### src/rtl/cpu_pkg.sv
`default_nettype none
// ============================================================================
// Module   : cpu_pkg
// Brief    : Shared types for the 6502-family control sequencer: addressing
//            classes, FSM state codes, address/ALU selects, read/write codes
//            and the datapath strobe bundle.
// Revision : 1.0 - initial release
// ============================================================================
package cpu_pkg;

  // Pre-decoded addressing class; codes 10-15 are treated as IMPL.
  typedef enum logic [3:0] {
    MODE_IMPL    = 4'd0,
    MODE_ACC     = 4'd1,
    MODE_IMM     = 4'd2,
    MODE_ZP      = 4'd3,
    MODE_ABS     = 4'd4,
    MODE_IND_ZP  = 4'd5,
    MODE_IND_ABS = 4'd6,
    MODE_BRANCH  = 4'd7,
    MODE_PUSH    = 4'd8,
    MODE_PULL    = 4'd9
  } mode_e;

  // Sequencer state codes; FETCH must stay at zero.
  typedef enum logic [4:0] {
    S_FETCH    = 5'd0,
    S_EXEC     = 5'd1,
    S_ZP0      = 5'd2,
    S_ZP1      = 5'd3,
    S_ABS0     = 5'd4,
    S_ABS1     = 5'd5,
    S_ABS_FIX  = 5'd6,
    S_ABS2     = 5'd7,
    S_IZ0      = 5'd8,
    S_IZ1      = 5'd9,
    S_IZ2      = 5'd10,
    S_IZ3      = 5'd11,
    S_IA0      = 5'd12,
    S_IA1      = 5'd13,
    S_IA2      = 5'd14,
    S_IA3      = 5'd15,
    S_IA4      = 5'd16,
    S_BR_CHECK = 5'd17,
    S_BR_GO    = 5'd18,
    S_PUSH0    = 5'd19,
    S_PULL0    = 5'd20,
    S_PULL1    = 5'd21,
    S_STORE    = 5'd22,
    S_IRQ0     = 5'd23,
    S_IRQ1     = 5'd24,
    S_IRQ2     = 5'd25,
    S_IRQ3     = 5'd26,
    S_IRQ4     = 5'd27
  } state_e;

  localparam int C_STATE_BITS = 5;

  // Datapath address source.
  typedef enum logic [2:0] {
    AS_PC         = 3'd0,
    AS_ZERO       = 3'd1,
    AS_ABS        = 3'd2,
    AS_IND_ZERO_0 = 3'd3,
    AS_IND_ZERO_1 = 3'd4,
    AS_IND_ABS_0  = 3'd5,
    AS_IND_ABS_1  = 3'd6,
    AS_STACK      = 3'd7
  } addr_sel_e;

  // ALU operand routing.
  typedef enum logic [1:0] {
    ALU_EXEC = 2'd0,
    ALU_ADR0 = 2'd1,
    ALU_ADR1 = 2'd2,
    ALU_PASS = 2'd3
  } alu_op_e;

  localparam logic C_RW_READ  = 1'b0;
  localparam logic C_RW_WRITE = 1'b1;

  // One-cycle datapath strobes; all of these are qualified by mem_ready.
  typedef struct packed {
    logic instruction_load;
    logic increment_pc;
    logic indirl_load;
    logic indirh_load;
    logic dirl_load;
    logic dirh_load;
    logic reg_load;
    logic branch_load;
    logic sp_inc;
    logic sp_dec;
    logic pc_vec_lo_load;
    logic pc_vec_hi_load;
    logic irq_ack;
  } strobes_t;

  // True for the final operand-read state of every memory addressing class.
  function automatic logic is_last_operand(input state_e s);
    return (s == S_ZP1) || (s == S_ABS2) || (s == S_IZ3) || (s == S_IA4);
  endfunction

endpackage
`default_nettype wire

### src/rtl/strobe_decode.sv
`default_nettype none
// ============================================================================
// Module   : strobe_decode
// Brief    : Combinational state-to-output map of the control sequencer.
//            Produces raw (ungated) strobes plus address, ALU and R/W selects.
// Revision : 1.0 - initial release
// ============================================================================
module strobe_decode
  import cpu_pkg::*;
(
  input  state_e    state_i,
  input  logic      exec_imm_i,
  output strobes_t  strobes_o,
  output addr_sel_e addr_sel_o,
  output logic      rw_o,
  output alu_op_e   alu_op_o,
  output logic      vec_sel_o
);

  // Moore decode: every output depends only on the current state.
  always_comb begin
    strobes_o  = '0;
    addr_sel_o = AS_PC;
    rw_o       = C_RW_READ;
    alu_op_o   = ALU_PASS;
    vec_sel_o  = 1'b0;
    case (state_i)
      S_FETCH: begin
        strobes_o.instruction_load = 1'b1;
        strobes_o.increment_pc     = 1'b1;
      end
      S_EXEC: begin
        strobes_o.reg_load     = 1'b1;
        strobes_o.increment_pc = exec_imm_i;
        alu_op_o               = ALU_EXEC;
      end
      S_ZP0: begin
        strobes_o.increment_pc = 1'b1;
        strobes_o.dirl_load    = 1'b1;
      end
      S_ZP1: begin
        strobes_o.reg_load = 1'b1;
        addr_sel_o         = AS_ZERO;
      end
      S_ABS0: begin
        strobes_o.increment_pc = 1'b1;
        strobes_o.dirl_load    = 1'b1;
      end
      S_ABS1: begin
        strobes_o.increment_pc = 1'b1;
        strobes_o.dirh_load    = 1'b1;
        alu_op_o               = ALU_ADR0;
      end
      S_ABS_FIX: begin
        strobes_o.dirh_load = 1'b1;
        alu_op_o            = ALU_ADR1;
        addr_sel_o          = AS_ABS;
      end
      S_ABS2: begin
        strobes_o.reg_load = 1'b1;
        addr_sel_o         = AS_ABS;
      end
      S_IZ0: begin
        strobes_o.increment_pc = 1'b1;
        strobes_o.indirl_load  = 1'b1;
      end
      S_IZ1: begin
        strobes_o.dirl_load = 1'b1;
        addr_sel_o          = AS_IND_ZERO_0;
      end
      S_IZ2: begin
        strobes_o.dirh_load = 1'b1;
        addr_sel_o          = AS_IND_ZERO_1;
      end
      S_IZ3: begin
        strobes_o.reg_load = 1'b1;
        addr_sel_o         = AS_ABS;
      end
      S_IA0: begin
        strobes_o.increment_pc = 1'b1;
        strobes_o.indirl_load  = 1'b1;
      end
      S_IA1: begin
        strobes_o.increment_pc = 1'b1;
        strobes_o.indirh_load  = 1'b1;
      end
      S_IA2: begin
        strobes_o.dirl_load = 1'b1;
        addr_sel_o          = AS_IND_ABS_0;
      end
      S_IA3: begin
        strobes_o.dirh_load = 1'b1;
        addr_sel_o          = AS_IND_ABS_1;
      end
      S_IA4: begin
        strobes_o.reg_load = 1'b1;
        addr_sel_o         = AS_ABS;
      end
      S_BR_CHECK: strobes_o.increment_pc = 1'b1;
      S_BR_GO:    strobes_o.branch_load  = 1'b1;
      S_PUSH0: begin
        strobes_o.sp_dec = 1'b1;
        addr_sel_o       = AS_STACK;
        rw_o             = C_RW_WRITE;
      end
      S_PULL0: begin
        strobes_o.sp_inc = 1'b1;
        addr_sel_o       = AS_STACK;
      end
      S_PULL1: begin
        strobes_o.reg_load = 1'b1;
        addr_sel_o         = AS_STACK;
      end
      // Address for STORE is substituted by the top level from the held select.
      S_STORE: rw_o = C_RW_WRITE;
      S_IRQ0: begin
        strobes_o.sp_dec  = 1'b1;
        strobes_o.irq_ack = 1'b1;
        addr_sel_o        = AS_STACK;
        rw_o              = C_RW_WRITE;
      end
      S_IRQ1, S_IRQ2: begin
        strobes_o.sp_dec = 1'b1;
        addr_sel_o       = AS_STACK;
        rw_o             = C_RW_WRITE;
      end
      // Vector fetches: the datapath takes the address from vec_addr.
      S_IRQ3: begin
        strobes_o.pc_vec_lo_load = 1'b1;
        addr_sel_o               = AS_ABS;
        vec_sel_o                = 1'b1;
      end
      S_IRQ4: begin
        strobes_o.pc_vec_hi_load = 1'b1;
        addr_sel_o               = AS_ABS;
        vec_sel_o                = 1'b1;
      end
      default: ;
    endcase
  end

endmodule
`default_nettype wire

### src/rtl/control_sequencer.sv
`default_nettype none
// ============================================================================
// Module   : control_sequencer
// Brief    : Moore instruction sequencer for the 6502-family core, driven by
//            a pre-decoded addressing class. Handles memory wait states,
//            stack push/pull, maskable interrupt entry and an optional index
//            page-crossing fix-up cycle (enabled by macro CTRL_PAGE_FIX_EN).
// Revision : 1.0 - initial release
// ============================================================================
module control_sequencer
  import cpu_pkg::*;
#(
  parameter int                ADDR_W  = 16,
  parameter logic [ADDR_W-1:0] VEC_IRQ = 16'hFFFE,
  parameter int                STATE_W = 5
) (
  input  logic               clk,
  input  logic               rst,
  input  logic [3:0]         mode,
  input  logic               is_store,
  input  logic               branch_valid,
  input  logic               page_cross,
  input  logic               irq_req,
  input  logic               mem_ready,
  output logic               instruction_load,
  output logic               increment_pc,
  output logic               indirl_load,
  output logic               indirh_load,
  output logic               dirl_load,
  output logic               dirh_load,
  output logic               reg_load,
  output logic               branch_load,
  output logic               sp_inc,
  output logic               sp_dec,
  output logic               pc_vec_lo_load,
  output logic               pc_vec_hi_load,
  output logic               irq_ack,
  output logic               read_write,
  output logic [2:0]         address_select,
  output logic [1:0]         alu_opsel,
  output logic               vec_sel,
  output logic [ADDR_W-1:0]  vec_addr,
  output logic [STATE_W-1:0] fsm
);

  localparam logic [ADDR_W-1:0] C_VEC_IRQ_HI = VEC_IRQ + ADDR_W'(1);

  state_e    state_q, state_d;
  logic      exec_imm_q, exec_imm_d;
  addr_sel_e store_addr_q, store_addr_d;

  strobes_t  w_dec_strobes;
  strobes_t  w_strobes;
  addr_sel_e w_dec_addr;
  logic      w_dec_rw;
  alu_op_e   w_dec_alu;
  logic      w_dec_vec_sel;
  logic      w_strobe_en;

`ifndef CTRL_PAGE_FIX_EN
  // Without the fix-up cycle the datapath forms the full indexed address itself.
  logic w_unused_page_cross;
  assign w_unused_page_cross = page_cross;
`endif

  // Next-state, IMM flag capture and store-address capture.
  always_comb begin
    state_d      = state_q;
    exec_imm_d   = exec_imm_q;
    store_addr_d = store_addr_q;
    if (state_q == S_FETCH) begin
      exec_imm_d = (mode == MODE_IMM);
    end
    // STORE reuses the address of the operand read that preceded it.
    if (is_last_operand(state_q)) begin
      store_addr_d = w_dec_addr;
    end
    case (state_q)
      S_FETCH: begin
        if (irq_req) begin
          state_d = S_IRQ0;
        end else begin
          case (mode_e'(mode))
            MODE_ZP:      state_d = S_ZP0;
            MODE_ABS:     state_d = S_ABS0;
            MODE_IND_ZP:  state_d = S_IZ0;
            MODE_IND_ABS: state_d = S_IA0;
            MODE_BRANCH:  state_d = S_BR_CHECK;
            MODE_PUSH:    state_d = S_PUSH0;
            MODE_PULL:    state_d = S_PULL0;
            default:      state_d = S_EXEC;
          endcase
        end
      end
      S_ZP0:  state_d = S_ZP1;
      S_ABS0: state_d = S_ABS1;
      S_ABS1: begin
`ifdef CTRL_PAGE_FIX_EN
        state_d = page_cross ? S_ABS_FIX : S_ABS2;
`else
        state_d = S_ABS2;
`endif
      end
      S_ABS_FIX:  state_d = S_ABS2;
      S_IZ0:      state_d = S_IZ1;
      S_IZ1:      state_d = S_IZ2;
      S_IZ2:      state_d = S_IZ3;
      S_IA0:      state_d = S_IA1;
      S_IA1:      state_d = S_IA2;
      S_IA2:      state_d = S_IA3;
      S_IA3:      state_d = S_IA4;
      S_ZP1, S_ABS2, S_IZ3, S_IA4:
                  state_d = is_store ? S_STORE : S_FETCH;
      S_BR_CHECK: state_d = branch_valid ? S_BR_GO : S_FETCH;
      S_PULL0:    state_d = S_PULL1;
      S_IRQ0:     state_d = S_IRQ1;
      S_IRQ1:     state_d = S_IRQ2;
      S_IRQ2:     state_d = S_IRQ3;
      S_IRQ3:     state_d = S_IRQ4;
      default:    state_d = S_FETCH;
    endcase
  end

  // State register; a wait state (mem_ready=0) freezes everything.
  always_ff @(posedge clk or posedge rst) begin
    if (rst) begin
      state_q      <= S_FETCH;
      exec_imm_q   <= 1'b0;
      store_addr_q <= AS_PC;
    end else if (mem_ready) begin
      state_q      <= state_d;
      exec_imm_q   <= exec_imm_d;
      store_addr_q <= store_addr_d;
    end
  end

  strobe_decode u_strobe_decode (
    .state_i    (state_q),
    .exec_imm_i (exec_imm_q),
    .strobes_o  (w_dec_strobes),
    .addr_sel_o (w_dec_addr),
    .rw_o       (w_dec_rw),
    .alu_op_o   (w_dec_alu),
    .vec_sel_o  (w_dec_vec_sel)
  );

  // Strobes only fire when memory completes the access and never under reset.
  assign w_strobe_en = mem_ready & ~rst;
  assign w_strobes   = w_dec_strobes & {$bits(strobes_t){w_strobe_en}};

  assign instruction_load = w_strobes.instruction_load;
  assign increment_pc     = w_strobes.increment_pc;
  assign indirl_load      = w_strobes.indirl_load;
  assign indirh_load      = w_strobes.indirh_load;
  assign dirl_load        = w_strobes.dirl_load;
  assign dirh_load        = w_strobes.dirh_load;
  assign reg_load         = w_strobes.reg_load;
  assign branch_load      = w_strobes.branch_load;
  assign sp_inc           = w_strobes.sp_inc;
  assign sp_dec           = w_strobes.sp_dec;
  assign pc_vec_lo_load   = w_strobes.pc_vec_lo_load;
  assign pc_vec_hi_load   = w_strobes.pc_vec_hi_load;
  assign irq_ack          = w_strobes.irq_ack;

  assign read_write     = w_dec_rw & ~rst;
  assign address_select = rst ? AS_PC :
                          ((state_q == S_STORE) ? store_addr_q : w_dec_addr);
  assign alu_opsel      = rst ? ALU_PASS : w_dec_alu;
  assign vec_sel        = w_dec_vec_sel & ~rst;
  assign vec_addr       = ~vec_sel ? '0 :
                          ((state_q == S_IRQ4) ? C_VEC_IRQ_HI : VEC_IRQ);
  assign fsm            = STATE_W'(state_q);

endmodule
`default_nettype wire
### config.mk
export PLATFORM = sky130hd
export DESIGN_NAME = control_sequencer
export DESIGN_NICKNAME = d
export VERILOG_FILES = /design/src/rtl/cpu_pkg.sv /design/src/rtl/strobe_decode.sv /design/src/rtl/control_sequencer.sv
export SDC_FILE = /design/constraint.sdc
export NUM_CORES = 1
export LEC_CHECK = 0
export BUFFER_PORTS_ARGS = -buffer_cell sky130_fd_sc_hd__clkbuf_2
export CAP_MARGIN = 20
export CORE_UTILIZATION = 45
export CTS_BUF_LIST = sky130_fd_sc_hd__clkbuf_16
export DETAILED_ROUTE_END_ITERATION = 16
export PLACE_DENSITY = 0.78
export REMOVE_ABC_BUFFERS = 1
export SLEW_MARGIN = 20
export SYNTH_ARGS = -nofsm -noshare
export SYNTH_HDL_FRONTEND = slang
export SYNTH_SLANG_ARGS = --single-unit
export TNS_END_PERCENT = 20
### constraint.sdc
create_clock -name clk -period 2.95 [get_ports clk]
set_clock_uncertainty 0.15 [all_clocks]
set_input_delay 0.59 -clock clk [delete_from_list [all_inputs] [get_ports clk]]
set_output_delay 0.59 -clock clk [all_outputs]
set_load 0.05 [all_outputs]
==> metrics.txt, run 1 <==
status complete, no violations; Num CTS Buffers 3; fin nets 270; DR pass1 iterations 4; Compound-Gate Fraction of Synth Area 27.77%; critical path arrival roughly 2.1 ns; most common library cells after synthesis nand2_1 (23), a21oi_1 (19), nor2_1 (19); via count around 1800; YS warnings 0; antenna violations before repair 0; Yosys top cell area share 15.72%; cell with the most instances after synthesis nand2_1; Wirelength per Cell approximately 14 um; total congestion overflow 0; Critical Path End Type primary output; DRC Markers 0; Slew Limit Fails 0; maximum VDD drop between 0.6 and 0.7 mV; Rel. slew slack 64.69%; cts repair resizes 0; fraction of layout cells with a size suffix above 1 ~30%; first-pass GRT wire length 6.996 mm; Worst Hold Class primary input to asynchronous set/reset pin; Area Overhead vs Synth 36.77%; MaxCap Viol Count 0; Final Cell Area 0.001959 sq mm; unrepaired setup endpoints after global routing no; Initial Utilization 47.31%; Clock Latency Late Sink approximately 0.24 ns; post-synthesis mux area share 0.7860%; Detail Placement HPWL roughly 3.3 mm; CTS Sinks 9; Synth Instances roughly 220; Final Hold Violating Endpoints 0; H-tree levels 1; worst-path fanout max 18; Netlist Area Pre-Place 0.001433 sq mm; Post-DRT Antenna Nets 0; DIE HEIGHT 58.43 um; worst path required time 2.21 ns; Final Cycle Share 95.54%; largest family of logic cells by synthesized area simple AND/OR/NAND/NOR gates; Setup Buffers After CTS 0; Hold WS 0.3298 ns; EDFF count, synth 0; Largest delay share family, worst path flip-flops; Worst setup SP type flop; register area share after synthesis between 10% and 20%; Final Wtd Congestion 0.9292; Vias/cell 5.940; core footprint 0.003028 sq mm; number of global-route vias before repair 1570; Synth Area in Adders 0%; Pleak 0.8559 nW; Die W 58.43 um; # setup viols final 0; Ports 52; cell chain of the critical path nand2b_1 -> nor2_1 -> o21ai_0 -> a41oi_1 -> clkbuf_2; die area 0.003413 sq mm; final WL 4.313 mm; final design utilization 64.71%; CP max-delay cell dfrtp_1; post-synthesis xor/xnor area fraction approximately 1.8%; Tightest Pin Transition 0.5296 ns; Max stage delay on crit path between 0.6 and 0.7 ns; clock-pin transition on the worst setup and hold timing paths roughly 0.040 ns; CTS tree yes; Netlist cell types 47; WP buf/inv 1; total track usage between 20% and 30%; Syn Area/Cell approximately 6.5 sq um; largest net degree at the start of global routing 19; share of flip-flops with an asynchronous set or reset 100.0%; ANT cells 0; Root Driver clkbuf_16; Peak Freq 0.3548 GHz; Bufs on Longest Clock Path 2; simple-gate share of the synthesized area 37.03%; CP Class flop to primary output; PwrDens 916.7 mW/mm^2; Primary FF master, synth dfrtp_1; Iter 0 DRT Violations 101; #FFs+latches synth 9; Synth area leader dfrtp_1; top cells by area, synth dfrtp_1 (16%), buf_4 (8.9%), a21oi_1 (6.6%); CTS Hold Bufs 0; TNS Setup 0 ns; port bufs 50; fin crit period 2.818 ns; placed cell areas 0.001881 sq mm; Rows 20
## per-stage QoR
stage | total power [mW] | cells | worst slack (ns)
after floorplan | 1.136 | 186 | -16.07
after global placement | 1.515 | 298 | 0.4383
after detailed placement | 1.537 | 298 | 0.4165
after CTS | 1.775 | 302 | 0.1654
after global routing | 1.913 | 302 | 0.01497
final | 1.796 | 302 | 0.1316
## cell type report
cell class | count | area (sq um)
inverters | 7 | 26.28
fillers | 269 | 1069
well taps | 44 | 55.05
clock inverters | 1 | 3.754
multi-input cells | 170 | 965.9
repair buffers | 68 | 608.1
flip-flops and latches | 9 | 225.2
clock buffers | 3 | 75.07
## worst paths after layout
check | slack [ns] | to | startpoint | depth (start not counted)
max | 0.13 | address_select[0] | fsm[3]$_DFFE_PP0P_ | 5
min | 0.33 | fsm[0]$_DFFE_PP0P_ | rst | 3
max reg2reg | 0.79 | store_addr_q[0]$_DFFE_PP0P_ | fsm[3]$_DFFE_PP0P_ | 6
min reg2reg | 0.35 | store_addr_q[1]$_DFFE_PP0P_ | store_addr_q[1]$_DFFE_PP0P_ | 1
max in group asynchronous | 2.20 | store_addr_q[1]$_DFFE_PP0P_ | rst | 3
min in group clk | 0.35 | store_addr_q[1]$_DFFE_PP0P_ | store_addr_q[1]$_DFFE_PP0P_ | 1
## tightest hold or removal path: cells and delay by family
| family | cells | cell delay, ns |
|---|---|---|
| buffers and inverters | 3 | 0.45 |
## flip-flops by register name, summed over array words and instances (netlist names)
name	count
exec_imm_q	1
fsm	5
store_addr_q	3
## layout by cell type (no fill, tap or decap), drive strengths merged, types with 8 or more instances in the layout
master	instances
nor3	17
nand3	8
a21oi	19
buf	32
dfrtp	9
clkbuf	39
o21ai	17
nand2	23
inv	8
nand2b	8
nor2	19
## per-layer routing
layer | routed length [um] | global-route usage (%)
met5 | 0 | 0
met4 | 81 | 9.524
met3 | 494 | 5.275
met2 | 1947 | 43.19
met1 | 1790 | 33.61
## cell families (layout without fill, tap and decap cells)
family                    after synthesis  in the layout
xor gates and xnor gates                3              3
buffers and inverters                  43             79
muxes                                   1              1
AOI/OAI and AO/OA                      62             62
DFF                                     9              9
and+or+nand+nor                       104            104
## power by group
part | leakage [nW] | internal [mW] | switching, mW
combinational | 0.699 | 0.446 | 0.831
sequential | 0.115 | 0.170 | 0.116
clock | 0.0423 | 0.177 | 0.0571
No activity file was read; power rests on OpenSTA's default activity.
==> run 2: changes to the inputs <==
--- a/config.mk
+++ b/config.mk
@@ -5,9 +5,10 @@
 export SDC_FILE = /design/constraint.sdc
 export NUM_CORES = 1
 export LEC_CHECK = 0
+export ABC_AREA = 1
 export BUFFER_PORTS_ARGS = -buffer_cell sky130_fd_sc_hd__clkbuf_2
 export CAP_MARGIN = 20
-export CORE_UTILIZATION = 45
+export CORE_UTILIZATION = 46
 export CTS_BUF_LIST = sky130_fd_sc_hd__clkbuf_16
 export DETAILED_ROUTE_END_ITERATION = 16
 export PLACE_DENSITY = 0.78
@@ -15,5 +16,6 @@
 export SLEW_MARGIN = 20
 export SYNTH_ARGS = -nofsm -noshare
 export SYNTH_HDL_FRONTEND = slang
+export SYNTH_HIERARCHICAL = 1
 export SYNTH_SLANG_ARGS = --single-unit
 export TNS_END_PERCENT = 20
==> metrics.txt, run 2 <==
switching share of power a little over 60%; DRC Markers 0; Ports 52; Int Pwr 711.8 uW; Worst Hold Class primary input to asynchronous set/reset pin; H-tree levels 1; M2 GR Usage a little over two fifths; Clk pwr share 13.0%; #FFs+latches synth 9; Design Power 1.807 mW; met3 GRT Util 3.275%; share of flip-flops with an asynchronous set or reset 100.0%; final WL 3.710 mm; Final Wtd Congestion between 0.9 and 1; number of global-route vias before repair 1539; Clock Latency Late Sink 0.23 ns; Syn Area/Cell ~5.5 sq um; antenna violations before repair 0; Detail Placement HPWL 2.880 mm; Bufs on Longest Clock Path 2; register area share after synthesis 15.08%; ANT cells 0; Netlist Area Pre-Place 0.001494 sq mm; die area 0.003480 sq mm; Final Cell Area 0.001779 sq mm; worst path required time between 2 and 2.5 ns; first-pass GRT wire length 6.327 mm; most common library cells after synthesis nand2_1 (60), nor2_1 (59), inv_1 (31); Vias/cell 4.910; Wirelength per Cell 10.45 um; total congestion overflow 0; Sw Pwr 1.096 mW; Setup Buffers After CTS 0; # fillers roughly 330; Rows 20; top cells by area, synth dfrtp_1 (15%), nand2_1 (15%), nor2_1 (15%); clock-pin transition on the worst setup and hold timing paths 0.04 ns; Die W 58.99 um; total track usage 23.30%; Iter 0 DRT Violations around 80; MaxCap Viol Count 0; largest net degree at the start of global routing 17; maximum VDD drop 0.3682 mV; Peak Freq about 0.36 GHz; # setup viols final 0; DIE HEIGHT between 50 and 60 um; Final Hold Violating Endpoints 0; CTS Sinks 9; busiest grt layer met2; PwrDens between 1000 and 1500 mW/mm^2; Final Cycle Share 94.77%; Netlist cell types 29; fraction of layout cells with a size suffix above 1 around a third; Yosys top cell area share 15.08%; Area Overhead vs Synth 19.10%; Worst setup SP type flop; commonest non-fill, non-tap cell in the layout nand2_1; non-filler cells, final 355; Critical Path End Type primary output; Synth area leader dfrtp_1; sequential power share 13.8%; Post-Place Worst Slack between 0.4 and 0.5 ns; cts repair resizes 0; Pleak roughly 1 nW; critical path arrival between 2 and 2.5 ns; YS warnings 6; placed cell areas approximately 0.0017 sq mm; combinational power share 73.3%; cell with the most instances after synthesis nand2_1; Synth Instances 271; Tightest Pin Transition 0.4077 ns; Slew Limit Fails 0; fin crit period between 2 and 3 ns; CTS Hold Bufs 0; Root Driver clkbuf_16; CP Class flop to primary output; worst setup margin 0.1544 ns; status complete, no violations; max reg flops 5; via count 1743; Post-DRT Antenna Nets 0; GR Layer Usage met1 27.94%; most frequent cells in the layout nand2_1 (60), nor2_1 (59), clkbuf_2 (50); DR pass1 iterations 4; EDFF count, synth 0; Rel. slew slack 72.76%; core footprint 0.003078 sq mm; Num CTS Buffers 3; Initial Utilization 48.54%; CTS tree yes; unrepaired setup endpoints after global routing no; Primary FF master, synth dfrtp_1; final design utilization 57.80%; port bufs 50; fin nets 323; placed instance count 351; worst-path fanout max 10
==> run 2: cell types whose count changed in the layout (fill, tap and decap cells not counted), sizes merged, moves of 4 or more <==
cell,previous run,this run
nor2b,6,0
buf,32,7
inv,8,44
a31oi,4,0
nor2,19,69
nor3,17,7
o21ai,17,12
nand2b,8,0
a21oi,19,4
nand3,8,21
clkbuf,39,53
nand2,23,69
==> run 2: cells by family after synthesis <==
logic type / after synthesis / share of synthesized area (%)
compound gates: 22 / 8.375
buf+inv: 65 / 21.19
flops: 9 / 15.08
simple gates: 175 / 55.36
==> run 2: area by class of cell <==
class / instances / area (sq um) / share of cell area, %
Tap cell: 44 / 55.05 / 3.094
Sequential cell: 9 / 225.2 / 12.66
Multi-Input combinational cell: 197 / 952.2 / 53.52
Clock buffer: 3 / 75.07 / 4.219
Timing Repair Buffer: 57 / 302.8 / 17.02
Inverter: 44 / 165.2 / 9.283
Clock inverter: 1 / 3.754 / 0.2110
==> run 2: worst paths after layout <==
kind	slack, ns	startpoint	end	cells past startpoint
min reg2reg	0.32	store_addr_q[0]$_DFFE_PP0P_	store_addr_q[0]$_DFFE_PP0P_	2
min	0.29	rst	fsm[0]$_DFFE_PP0P_	3
min in group clk	0.32	store_addr_q[0]$_DFFE_PP0P_	store_addr_q[0]$_DFFE_PP0P_	2
max in group asynchronous	2.21	rst	exec_imm_q$_DFFE_PP0P_	3
max reg2reg	1.20	fsm[0]$_DFFE_PP0P_	fsm[0]$_DFFE_PP0P_	10
max	0.15	fsm[1]$_DFFE_PP0P_	vec_addr[0]	7
==> run 2: stage by stage <==
step / TNS (ns) / hold slack [ns]
2_1_floorplan: -147.31 / 0.2926
3_3_place_gp: 0 / 0.3128
3_5_place_dp: 0 / 0.3135
4_1_cts: 0 / 0.2890
5_1_grt: 0 / 0.3051
6_report: 0 / 0.2898
==> run 2: power groups by stage <==
stage / sequential [mW] / clock (mW) / combinational, mW
6_report: 0.249 / 0.234 / 1.32
5_1_grt: 0.259 / 0.246 / 1.47
4_1_cts: 0.250 / 0.239 / 1.32
3_5_place_dp: 0.249 / 0 / 1.31
3_3_place_gp: 0.249 / 0 / 1.30
2_1_floorplan: 0.402 / 0 / 0.855
==> run 2: layer usage <==
layer  part of all wire [%]  wire length, um
met5                      0                0
met2                     48             1776
met1                     43             1603
met4                    2.2               82
met3                    6.7              248
==> run 2: critical path: stages, from the launching register on <==
cell and delay [ns]:
dfrtp_1 0.55, inv_2 0.10, nor2_1 0.20, nand3_1 0.15, nand2_2 0.12, inv_1 0.06
nor4_1 0.31, clkbuf_2 0.33
